[config.mk]
export PLATFORM = sky130hd
export DESIGN_NAME = mem_stage_lsu
export DESIGN_NICKNAME = d
export VERILOG_FILES = /design/src/rtl/mem_stage_lsu.sv
export SDC_FILE = /design/constraint.sdc
export NUM_CORES = 1
export LEC_CHECK = 0
export CAP_MARGIN = 5
export CORE_ASPECT_RATIO = 0.6
export CORE_UTILIZATION = 44
export CTS_CLUSTER_DIAMETER = 100
export DETAILED_ROUTE_END_ITERATION = 16
export HOLD_SLACK_MARGIN = 0.05
export PLACE_DENSITY = 0.88
export SETUP_SLACK_MARGIN = 0.02
export SLEW_MARGIN = 20
export SYNTH_ARGS = -nofsm -noshare
export SYNTH_HDL_FRONTEND = slang
export SYNTH_SLANG_ARGS = --single-unit
[constraint.sdc]
create_clock -name clk -period 3.3 [get_ports clk]
set_input_delay 0.66 -clock clk [delete_from_list [all_inputs] [get_ports clk]]
set_output_delay 0.66 -clock clk [all_outputs]
set_load 0.05 [all_outputs]
[src/rtl/mem_stage_lsu.sv]
// Memory-stage load/store unit: issues one req/gnt/rvalid data-memory transaction per
// load or store, stalls the pipeline while it is in flight, and returns extended load data.
module mem_stage_lsu #(
  parameter int TIMEOUT_CYCLES = 255,
  parameter int CNT_W          = 8
) (
  input  logic        clk,
  input  logic        reset,
  input  logic [1:0]  ResultSrcM,
  input  logic        MemWriteM,
  input  logic [2:0]  funct3M,
  input  logic [31:0] ALUResultM,
  input  logic [31:0] WriteDataM,
  output logic        dmem_req,
  output logic        dmem_we,
  output logic [31:0] dmem_addr,
  output logic [31:0] dmem_wdata,
  output logic [3:0]  dmem_wstrb,
  input  logic        dmem_gnt,
  input  logic        dmem_rvalid,
  input  logic [31:0] dmem_rdata,
  output logic        StallM,
  output logic [31:0] ReadDataM,
  output logic        AccessFaultM,
  output logic        BusErrM
);

  localparam logic [1:0] S_IDLE = 2'd0;
  localparam logic [1:0] S_REQ  = 2'd1;
  localparam logic [1:0] S_WAIT = 2'd2;
  localparam logic [1:0] S_DONE = 2'd3;

  logic [1:0]       state_q, state_d;
  logic [CNT_W-1:0] cnt_q, cnt_d;
  logic [31:0]      rd_q, rd_d;
  logic             err_q, err_d;

  logic is_load_s, acc_s, fault_s, tmo_s;
  logic req_s, stall_s, afault_s;

  function automatic logic [31:0] load_extract(input logic [2:0] f3, input logic [1:0] off,
                                               input logic [31:0] w);
    logic [7:0]  b;
    logic [15:0] h;
    b = w[{off, 3'b000} +: 8];
    h = w[{off[1], 4'b0000} +: 16];
    case (f3)
      3'b000:  load_extract = {{24{b[7]}}, b};
      3'b100:  load_extract = {24'h000000, b};
      3'b001:  load_extract = {{16{h[15]}}, h};
      3'b101:  load_extract = {16'h0000, h};
      3'b010:  load_extract = w;
      default: load_extract = 32'h0000_0000;
    endcase
  endfunction

  function automatic logic [3:0] store_strobe(input logic [1:0] sz, input logic [1:0] off);
    case (sz)
      2'b00:   store_strobe = 4'b0001 << off;
      2'b01:   store_strobe = off[1] ? 4'b1100 : 4'b0011;
      default: store_strobe = 4'b1111;
    endcase
  endfunction

  function automatic logic [31:0] store_lanes(input logic [1:0] sz, input logic [31:0] wd);
    case (sz)
      2'b00:   store_lanes = {4{wd[7:0]}};
      2'b01:   store_lanes = {2{wd[15:0]}};
      default: store_lanes = wd;
    endcase
  endfunction

  assign is_load_s = (ResultSrcM == 2'b01);
  assign acc_s     = is_load_s | MemWriteM;
  assign fault_s   = (funct3M == 3'b011) | (funct3M == 3'b110) | (funct3M == 3'b111) |
                     ((funct3M[1:0] == 2'b01) & ALUResultM[0]) |
                     ((funct3M[1:0] == 2'b10) & (ALUResultM[1:0] != 2'b00));
  assign tmo_s     = (cnt_q == CNT_W'(TIMEOUT_CYCLES - 1));

  // Next-state, timeout counter and load-capture logic
  always_comb begin
    state_d  = state_q;
    cnt_d    = cnt_q;
    rd_d     = rd_q;
    err_d    = 1'b0;
    req_s    = 1'b0;
    stall_s  = 1'b0;
    afault_s = 1'b0;
    case (state_q)
      S_IDLE: begin
        if (acc_s && !fault_s) begin
          req_s   = 1'b1;
          stall_s = 1'b1;
          rd_d    = 32'h0000_0000;
          cnt_d   = '0;
          if (dmem_gnt) begin
            state_d = MemWriteM ? S_DONE : S_WAIT;
          end else begin
            state_d = S_REQ;
          end
        end else if (acc_s) begin
          afault_s = 1'b1;
        end else begin
          state_d = S_IDLE;
        end
      end
      S_REQ: begin
        req_s   = 1'b1;
        stall_s = 1'b1;
        if (dmem_gnt) begin
          state_d = MemWriteM ? S_DONE : S_WAIT;
          cnt_d   = '0;
        end else if (tmo_s) begin
          state_d = S_DONE;
          rd_d    = 32'h0000_0000;
          err_d   = 1'b1;
        end else begin
          cnt_d = cnt_q + CNT_W'(1);
        end
      end
      S_WAIT: begin
        stall_s = 1'b1;
        if (dmem_rvalid) begin
          rd_d    = load_extract(funct3M, ALUResultM[1:0], dmem_rdata);
          state_d = S_DONE;
        end else if (tmo_s) begin
          state_d = S_DONE;
          rd_d    = 32'h0000_0000;
          err_d   = 1'b1;
        end else begin
          cnt_d = cnt_q + CNT_W'(1);
        end
      end
      S_DONE: begin
        state_d = S_IDLE;
      end
      default: begin
        state_d = S_IDLE;
      end
    endcase
  end

  // State, counter, captured data and error flag
  always_ff @(posedge clk or posedge reset) begin
    if (reset) begin
      state_q <= S_IDLE;
      cnt_q   <= '0;
      rd_q    <= 32'h0000_0000;
      err_q   <= 1'b0;
    end else begin
      state_q <= state_d;
      cnt_q   <= cnt_d;
      rd_q    <= rd_d;
      err_q   <= err_d;
    end
  end

  // Outputs are forced quiet while reset is held, even mid-transaction
  assign dmem_req     = req_s & ~reset;
  assign dmem_we      = dmem_req & MemWriteM;
  assign dmem_addr    = reset ? 32'h0000_0000 : {ALUResultM[31:2], 2'b00};
  assign dmem_wdata   = dmem_we ? store_lanes(funct3M[1:0], WriteDataM) : 32'h0000_0000;
  assign dmem_wstrb   = dmem_we ? store_strobe(funct3M[1:0], ALUResultM[1:0]) : 4'b0000;
  assign StallM       = stall_s & ~reset;
  assign ReadDataM    = ((state_q == S_DONE) && !reset) ? rd_q : 32'h0000_0000;
  assign AccessFaultM = afault_s & ~reset;
  assign BusErrM      = (state_q == S_DONE) & err_q & ~reset;

endmodule
==> reports/results.tsv <==
metric	value	unit
r2r_cells	6	
drt_wl_total	17940	microns
cts_tree	yes	
netlist_instances	482	
clkLatencyLatePin	0.29	ns
arrival	2.61	ns
syn_avg_cell_area	8.535	sq um
core_area	0.008783	sq mm
yosysTopAreaCell	dfrtp_1	
ir_worst_vdd	275.4	uV
yosysSeqAreaShare	0.2616	
clk_transition_reported_paths	0.06	ns
p_per_area	411.9	mW/mm^2
hold_class	reg2reg	
gr-total-overflow	0	
gp_congestion	0.9366	
r2r_setup_slack	0.86	ns
synth.most_common_cell	inv_1	
fillers	406	
clockRootBuffer	clkbuf_16	
setup.worst_path.start	funct3M[0]	
r2r_end	rd_q[28]$_DFFE_PP0P_	
drc	0	
port_buffers	208	
utilization	0.8628	
netlist.area_leader.share	0.2616	
vias	5037	
fin_nets	794	
finalHoldViolations	0	
detail_route.wl_per_cell	22.59	microns
drive_gt1_frac	0.2742	
grt_pass1_wl	27190	microns
final_cells	794	
place_ws	0.01733	ns
ant_nets	0	
synthTopCellsByCount	inv_1, nor2_1, dfrtp_1	
postPlaceCellArea	0.007371	sq mm
crit_required	2.64	ns
grt_pass1_vias	5147	
num_rows	26	
die_y	76.90	microns
skew	0.004874	ns
cts_buffer_depth	2	
synthArstFlopShare	1.000	
insertedDiodeCount	0	
yosys-top-cells-area	dfrtp_1, o32ai_2, mux2i_1	
fin_crit_sh	0.9903	
setup_ws	0.03217	ns
worstSetupStartpointType	primary input	
regToRegStartpoint	state_q[0]$_DFFE_PP0P_	
io_pins	211	
dr.pass1.iters	5	
area_growth	84.22	%
initial_core_util	0.4684	
postCtsSetupBuffers	0	
rsz0062_at_grt	yes	
numCtsBuffers	5	
cp-end-kind	output pin	
die-area	0.009753	sq mm
worstMarginPinSlew	0.8322	ns
grt_max_degree	44	
drv_cap	0	
synthFlopType	dfrtp_1	
hp-start	rd_q[27]$_DFFE_PP0P_	
drv_slew	0	
holdWs	0.5065	ns
hold_end	rd_q[27]$_DFFE_PP0P_	
first_iter_violations	684	
setup_viol	0	
synth_warnings	0	
dp_hpwl	13010	microns
ctsHtreeMaxLevel	2	
path_class	in2out	
postLayoutCellArea	0.007579	sq mm
vias_per_cell	6.344	
maxSlewHeadroom	0.4446	
crit_path_max_fanout	18	
placed_cells	786	
ys_types	50	
clock-sinks	43	
finalCriticalPeriod	3.268	ns
synthesis.area	0.004114	sq mm
antenna_found_initial	0	
worstHoldPathCells	2	
synth-seq-cells	43	
die_w	126.8	microns
status	finished clean	
grtUsageTotal	0.3576	
leakagePower	3.136	nW
fmax	306.0	MHz
synth_edf_count	0	
==> layout by cell type (no fill, tap or decap), types with 3 or more instances in the layout <==
cell / synthesis / final
nor3_1: 4 / 3
dfrtp_1: 43 / 43
and4_1: 3 / 3
o221a_2: 3 / 3
o21ai_0: 5 / 5
nand2_1: 23 / 23
o32ai_2: 29 / 29
o22a_1: 6 / 6
nand3_1: 3 / 3
a22oi_1: 23 / 23
clkbuf_16: 0 / 5
clkdlybuf4s50_1: 0 / 104
a21oi_2: 1 / 10
a21oi_1: 30 / 21
buf_12: 0 / 105
nand2b_1: 5 / 5
buf_4: 9 / 21
inv_1: 47 / 46
and2_1: 42 / 42
ha_1: 7 / 7
mux2i_1: 39 / 39
nor2_1: 46 / 44
a31oi_1: 5 / 5
nand4_1: 3 / 3
nor2b_1: 34 / 34
a221oi_1: 10 / 10
==> what timing repair did <==
action                                  4_1_cts  5_1_grt
cloned                                        0        0
endpoints found under the setup margin        2       24
hold buffers                                  0        0
gates resized for setup                       2       10
==> power breakdown <==
group | switching, mW | total [mW] | internal (mW)
sequential | 0.0447 | 0.611 | 0.567
combinational | 1.12 | 1.93 | 0.801
clock | 0.226 | 0.584 | 0.358
==> cells by family (layout without fill, tap and decap cells) <==
group                      Yosys count  in the layout  share of synthesized area
DFF                                 43             43                     0.2616
other                                1              2                  0.0009115
buffers and inverters               87            286                    0.09398
muxes                               40             40                    0.09823
adders and majority gates            7              7                    0.02129
AOI/OAI and AO/OA                  134            134                     0.3035
and+or+nand+nor                    170            170                     0.2205
==> cell type report <==
| type | instances | area, sq um | area share |
|---|---|---|---|
| Multi-Input combinational cell | 353 | 2704 | 0.3568 |
| Inverter | 47 | 176.4 | 0.02328 |
| Sequential cell | 43 | 1076 | 0.1420 |
| Clock inverter | 3 | 43.79 | 0.005778 |
| Clock buffer | 5 | 125.1 | 0.01651 |
| Timing Repair Buffer | 231 | 3313 | 0.4372 |
| Tap cell | 112 | 140.1 | 0.01849 |
==> critical path, stage by stage <==
cell and delay (ns):
clkdlybuf4s50_1 0.46, buf_4 0.17, buf_4 0.21, nor2_1 0.49
nand2_1 0.19, a21oi_2 0.25, buf_12 0.17
==> state kept, by name, indices dropped and copies added (netlist names) <==
| register | cells |
|---|---|
| rd_q | 32 |
| cnt_q | 8 |
| state_q | 2 |
| err_q | 1 |
==> per-stage QoR <==
stage                     setup TNS, ns  power [mW]
after floorplan                       0       1.713
after global placement                0       2.399
after detailed placement              0       2.470
after CTS                             0       3.073
after global routing            -0.1921       3.224
final                                 0       3.121
==> metal layers <==
layer,vias to the layer above,GRT usage,share of wire
li1,2126,-,-
met2,401,0.6341,0.49
met3,86,0.07746,0.093
met1,2424,0.4140,0.37
met4,0,0.1619,0.046
met5,-,0,0
==> worst max path at each step <==
stage | end | slack [ns] | depth (start not counted)
global route | dmem_wdata[12] | -0.03 | 7
floorplan | dmem_wdata[15] | 0.15 | 6
CTS | dmem_wstrb[0] | 0.02 | 7
detailed placement | dmem_wdata[14] | 0.02 | 7
finish | dmem_wdata[12] | 0.03 | 7
global placement | dmem_wdata[13] | 0.14 | 7
Power figures use the tool's default switching activity.
